**src/rtl/regfile_pkg.sv**
```systemverilog
// regfile_pkg: shared command and state encodings for the multi-port register file.
//   MODE_* : encodings of the 2-bit i_mode command input.
//   state_e: clear-sequencer state (ST_CLEAR zeroes the array, ST_RUN serves traffic).
package regfile_pkg;

    localparam logic [1:0] MODE_IDLE  = 2'b00;
    localparam logic [1:0] MODE_WRITE = 2'b01;
    localparam logic [1:0] MODE_CLEAR = 2'b10;
    localparam logic [1:0] MODE_RSVD  = 2'b11;

    typedef enum logic {
        ST_CLEAR = 1'b0,
        ST_RUN   = 1'b1
    } state_e;

endpackage

```
**src/rtl/regfile_clr_ctrl.sv**
```systemverilog
// regfile_clr_ctrl: clear sequencer for regfile_mp.
// Walks clr_cnt over every entry after reset or a clear command, then enters RUN.
// Ports:
//   clk, rst      : clock and synchronous active-high reset
//   i_mode        : command input (only MODE_CLEAR matters here, and only in RUN)
//   o_ready       : state is RUN
//   o_busy        : state is CLEAR (always ~o_ready)
//   o_clr_we      : clear write strobe for the storage array
//   o_clr_addr    : entry being zeroed this cycle
module regfile_clr_ctrl
    import regfile_pkg::*;
#(
    parameter int ADDR_W = 3
) (
    input  logic              clk,
    input  logic              rst,
    input  logic [1:0]        i_mode,
    output logic              o_ready,
    output logic              o_busy,
    output logic              o_clr_we,
    output logic [ADDR_W-1:0] o_clr_addr
);

    localparam int               DEPTH = 2 ** ADDR_W;
    localparam logic [ADDR_W-1:0] LAST_ADDR = ADDR_W'(DEPTH - 1);
    localparam logic [ADDR_W-1:0] ADDR_ZERO = {ADDR_W{1'b0}};
    localparam logic [ADDR_W-1:0] ADDR_ONE  = ADDR_W'(1);

    state_e            state_q, state_d;
    logic [ADDR_W-1:0] clr_cnt_q, clr_cnt_d;

    // Next-state logic: count through every entry in CLEAR, restart on a clear command in RUN.
    always_comb begin
        state_d   = state_q;
        clr_cnt_d = clr_cnt_q;
        case (state_q)
            ST_CLEAR: begin
                clr_cnt_d = clr_cnt_q + ADDR_ONE;
                if (clr_cnt_q == LAST_ADDR) begin
                    state_d = ST_RUN;
                end else begin
                    state_d = ST_CLEAR;
                end
            end
            ST_RUN: begin
                if (i_mode == MODE_CLEAR) begin
                    state_d   = ST_CLEAR;
                    clr_cnt_d = ADDR_ZERO;
                end else begin
                    state_d   = ST_RUN;
                    clr_cnt_d = clr_cnt_q;
                end
            end
            default: begin
                state_d   = ST_CLEAR;
                clr_cnt_d = ADDR_ZERO;
            end
        endcase
    end

    // State and counter registers; reset restarts the clear from entry 0.
    always_ff @(posedge clk) begin
        if (rst) begin
            state_q   <= ST_CLEAR;
            clr_cnt_q <= ADDR_ZERO;
        end else begin
            state_q   <= state_d;
            clr_cnt_q <= clr_cnt_d;
        end
    end

    // Status decodes come straight from the state register, so inputs never reach them.
    assign o_ready    = (state_q == ST_RUN);
    assign o_busy     = (state_q == ST_CLEAR);
    assign o_clr_we   = (state_q == ST_CLEAR);
    assign o_clr_addr = clr_cnt_q;

endmodule

```
**src/rtl/regfile_mp.sv**
```systemverilog
// regfile_mp: DEPTH x DATA_W register file with one write/command port and
// N_RD registered read ports, hardware clear sequencer and write-to-read bypass.
// Ports:
//   clk, rst   : clock and synchronous active-high reset
//   i_mode     : 00 idle, 01 write, 10 clear-all, 11 reserved (raises o_err)
//   i_address  : write address;  i_data : write data
//   i_ren      : per-port read enable; i_raddr : packed read addresses
//   o_rdata    : packed registered read data; o_rvalid : per-port valid pulse
//   o_ready    : accepting commands/reads; o_busy : clearing
//   o_err      : one-cycle pulse for a reserved command accepted in RUN
module regfile_mp
    import regfile_pkg::*;
#(
    parameter int DATA_W = 8,
    parameter int ADDR_W = 3,
    parameter int N_RD   = 2
) (
    input  logic                     clk,
    input  logic                     rst,
    input  logic [1:0]               i_mode,
    input  logic [ADDR_W-1:0]        i_address,
    input  logic [DATA_W-1:0]        i_data,
    input  logic [N_RD-1:0]          i_ren,
    input  logic [N_RD*ADDR_W-1:0]   i_raddr,
    output logic [N_RD*DATA_W-1:0]   o_rdata,
    output logic [N_RD-1:0]          o_rvalid,
    output logic                     o_ready,
    output logic                     o_busy,
    output logic                     o_err
);

    localparam int DEPTH = 2 ** ADDR_W;
    localparam logic [DATA_W-1:0] DATA_ZERO = {DATA_W{1'b0}};

    logic [DATA_W-1:0] mem_q [DEPTH];

    logic              ready_s;
    logic              clr_we_s;
    logic [ADDR_W-1:0] clr_addr_s;
    logic              user_we_s;
    logic              wr_en_s;
    logic [ADDR_W-1:0] wr_addr_s;
    logic [DATA_W-1:0] wr_data_s;
    logic              err_q;

    regfile_clr_ctrl #(
        .ADDR_W (ADDR_W)
    ) u_clr_ctrl (
        .clk        (clk),
        .rst        (rst),
        .i_mode     (i_mode),
        .o_ready    (ready_s),
        .o_busy     (o_busy),
        .o_clr_we   (clr_we_s),
        .o_clr_addr (clr_addr_s)
    );

    assign o_ready   = ready_s;
    assign user_we_s = ready_s && (i_mode == MODE_WRITE);

    // Write mux: the clear sequencer owns the array in CLEAR, the user port in RUN; nothing writes under reset.
    always_comb begin
        wr_en_s   = 1'b0;
        wr_addr_s = i_address;
        wr_data_s = i_data;
        if (rst) begin
            wr_en_s = 1'b0;
        end else if (clr_we_s) begin
            wr_en_s   = 1'b1;
            wr_addr_s = clr_addr_s;
            wr_data_s = DATA_ZERO;
        end else begin
            wr_en_s = user_we_s;
        end
    end

    // Storage array; no reset, the clear sequencer zeroes it instead.
    always_ff @(posedge clk) begin
        if (wr_en_s) begin
            mem_q[wr_addr_s] <= wr_data_s;
        end
    end

    // Reserved-command error pulse, only when the command is accepted in RUN.
    always_ff @(posedge clk) begin
        if (rst) begin
            err_q <= 1'b0;
        end else begin
            err_q <= ready_s && (i_mode == MODE_RSVD);
        end
    end

    assign o_err = err_q;

    for (genvar k = 0; k < N_RD; k++) begin : g_rd
        logic [ADDR_W-1:0] raddr_s;
        logic              hit_s;
        logic [DATA_W-1:0] rdata_q;
        logic              rvalid_q;

        assign raddr_s = i_raddr[k*ADDR_W +: ADDR_W];
        // A same-cycle user write to the read address forwards the new data.
        assign hit_s   = user_we_s && (i_address == raddr_s);

        // Read-port register: data holds when the port is idle or the array is clearing.
        always_ff @(posedge clk) begin
            if (rst) begin
                rdata_q  <= DATA_ZERO;
                rvalid_q <= 1'b0;
            end else if (ready_s && i_ren[k]) begin
                rdata_q  <= hit_s ? i_data : mem_q[raddr_s];
                rvalid_q <= 1'b1;
            end else begin
                rvalid_q <= 1'b0;
            end
        end

        assign o_rdata[k*DATA_W +: DATA_W] = rdata_q;
        assign o_rvalid[k]                 = rvalid_q;
    end

endmodule
```
**config.mk**
```make
export PLATFORM = sky130hd
export DESIGN_NAME = regfile_mp
export DESIGN_NICKNAME = d
export VERILOG_FILES = /design/src/rtl/regfile_pkg.sv /design/src/rtl/regfile_clr_ctrl.sv /design/src/rtl/regfile_mp.sv
export SDC_FILE = /design/constraint.sdc
export NUM_CORES = 1
export LEC_CHECK = 0
export BUFFER_PORTS_ARGS = -buffer_cell sky130_fd_sc_hd__buf_2
export CORE_MARGIN = 2
export CORE_UTILIZATION = 38
export DETAILED_ROUTE_END_ITERATION = 10
export HOLD_SLACK_MARGIN = 0.12
export MAX_ROUTING_LAYER = met4
export PLACE_DENSITY = 0.59
export SETUP_SLACK_MARGIN = 0.1
export SYNTH_ARGS = -nofsm -noshare
export SYNTH_HDL_FRONTEND = slang
export SYNTH_SLANG_ARGS = --single-unit
```
**constraint.sdc**
```tcl
create_clock -name clk -period 4.3 [get_ports clk]
set_input_delay 0.215 -clock clk [delete_from_list [all_inputs] [get_ports clk]]
set_output_delay 0.215 -clock clk [all_outputs]
set_load 0.005 [all_outputs]
```
==> flow_summary.yaml <==
synth:
  synth_top_flop_cell: "edfxtp_1"
  yosysWarnings: 0
  async_flop_share_pct: 0
  avgSynthCellArea_um2: 12.6
  syn_nets: 375
  postSynthCellCount: 350
  synth_cell_types: 45
  synth-edff-count: 64
  ys_seq_area_share_pct: 54.1
  ys_ff_latch: 87
  syn_area_mm2: 0.00441
sta:
  tightest_slew_ns: 1.14
  finalSetupTns_ns: 0
  hold_viol_final: 0
  finalSetupViolCount: 0
  min_period_ns: 2.79
  fin_worst_skew_ns: 0.0133
  drv_slew: 0
  maxSlewHeadroom_pct: 23.7
  timing.fmax_ghz: 0.358
  post-route-period-util_pct: 65.0
  rsz0062_at_grt: "false"
  fin_hold_ws_ns: 0.124
drt:
  drt-initial-drc-count: 336
  wl_per_cell_um: 22.1
  viasPerCell: 5.89
  drcViolationCount: 0
  dr_total_vias: 3103
  wl_um: 11700
  ant_nets: 0
  dr.pass1.iters: 5
die:
  core.rowCount: 39
  chipHeight_um: 112
  fp.dieW_um: 112
  start_util_pct: 38.8
  core-area_mm2: 0.0114
  io_pins: 44
  dieArea_mm2: 0.0125
setup_path:
  ff2ff_setup_slack_ns: 1.51
  critical_path.cell_chain: "or2_1, mux2i_4, nand2_1, nor2_1"
  cp_slowest_cell: "dfxtp_1"
  worstPathMaxFanout: 17
  worst_setup_path_start_kind: "flop"
  path_class: "reg2reg"
  cp.arrival_ns: 2.76
  critPathCaptureType: "flop"
  slowest_delay_ns: 0.71
  worstPathRequired_ns: 4.27
pwr:
  combPwrFrac_pct: 9.6
  internal-power_uw: 1440
  irDropWorstVdd_mv: 0.241
  clkPwrFrac_pct: 41.3
  powerDensity_mw_per_mm2: 387
  p_sw_uw: 471
  p_seq_share_pct: 49.1
  power_leakage_uw: 0.00186
  sw_frac_of_total_pct: 24.6
finish:
  syn_to_final_growth_pct: 12.2
  multiInputGateArea_mm2: 0.00181
  antenna_cells: 0
  drive_gt1_share_pct: 24.2
  fill_cells: 1033
  register_area_mm2: 0.00238
  layout_common_cells: "64 x edfxtp_1, 43 x buf_2, 39 x mux2i_1"
  final_common_cell: "edfxtp_1"
  fin_nets: 404
clocking:
  cts_tree: "done"
  clockBufferDepth: 2
  clock_latency_ns: 0.34
  clock-sinks: 87
  postCtsSetupBuffers: 0
  post_cts_resized: 0
  htreeDepth: 3
  clk_pin_slew_ns: 0.07
  cts-buffers-inserted: 9
  cts-root-buf: "clkbuf_16"
  cts_hold_buf: 0
global_route:
  grt_pass1_vias: 2941
  grtUsageTotal_pct: 19.6
  grt-ovfl-total: 0
  grt_pass1_wl_um: 17800
  antenna_found_initial: 0
  grt_max_degree: 30
placed_design:
  gp_congestion: 0.909
  port-buffer-count: 43
  place_hpwl_um: 8490
worst_hold_path:
  hp-class: "in2reg"
run_status:
  outcome: "finished clean"
job:
  cap_violations: 0
-- layout make-up --
| type | count | share of cell area, % |
|---|---|---|
| Timing Repair Buffer | 43 | 4.35 |
| Inverter | 16 | 1.21 |
| Tap cell | 143 | 3.62 |
| Clock inverter | 7 | 1.42 |
| Clock buffer | 9 | 4.55 |
| Sequential cell | 87 | 48.2 |
| Multi-Input combinational cell | 222 | 36.7 |
-- cell usage after synthesis, types with 8 or more instances --
cell / count / area share (%)
mux2i_1: 39 / 8.9
nand3_1: 16 / 1.8
nor2_1: 16 / 1.4
dfxtp_1: 23 / 10
and2_1: 9 / 1.3
clkbuf_1: 9 / 0.77
mux4_2: 16 / 8.2
edfxtp_1: 64 / 44
a41oi_1: 8 / 1.6
o21ai_2: 8 / 1.6
buf_2: 8 / 0.91
nand4_1: 9 / 1.3
nand2_1: 30 / 2.6
a31oi_1: 11 / 1.6
inv_1: 16 / 1.4
-- state kept, by name, indices dropped and copies added, names as in the netlist --
name,count
g_rd.rvalid_q,2
o_err,1
u_clr_ctrl.o_clr_addr,3
u_clr_ctrl.o_ready,1
mem_q,64
g_rd.rdata_q,16
-- worst max-delay path: cells and delay by family, from the launching register on --
family	cells	cell delay [ns]
AND/OR/NAND/NOR	3	1.27
flip-flops	1	0.71
multiplexers	1	0.42
-- power by group through the flow --
stage / logic [uW] / registers, uW / clock network (uW)
final: 184 / 939 / 788
after detailed placement: 181 / 957 / 0
after global routing: 197 / 941 / 828
after floorplan: 135 / 949 / 0
after global placement: 180 / 957 / 0
after CTS: 182 / 939 / 792
-- kinds of logic after synthesis --
family	share of synthesized area [%]
and+or+nand+nor	11.5
DFF	54.1
AOI/OAI and AO/OA	10.8
muxes	17.5
buffers and inverters	4.80
xor gates and xnor gates	0.795
adders and majority gates	0.568
-- worst paths after layout --
path,start,to,cells past startpoint
max reg2reg,u_clr_ctrl.o_ready,mem_q[0][3],4
max,u_clr_ctrl.o_ready,mem_q[0][3],4
min,i_mode[0],o_err,2
min reg2reg,g_rd[1].rdata_q[3],g_rd[1].rdata_q[3],2
-- metrics by stage --
step           worst slack (ns)  cells  utilization, %  total power [uW]  cell area, um^2
5_1_grt                    1.32    527            43.5              1970             4940
2_1_floorplan              2.14    350               -              1080             4410
3_5_place_dp               1.54    511            40.9              1140             4650
6_report                   1.51    527            43.5              1910             4940
3_3_place_gp               1.64    511            40.9              1140             4650
4_1_cts                    1.52    527            43.5              1910             4940
-- per-layer routing --
metal / vias up / GRT usage [%] / part of all wire, %
li1: 1399 / - / -
met1: 1544 / 26.2 / 44
met2: 146 / 29.9 / 47
met3: 14 / 4.19 / 7.2
met4: 0 / 6.67 / 1.8
met5: - / - / 0
(Power assumes the default switching activity.)
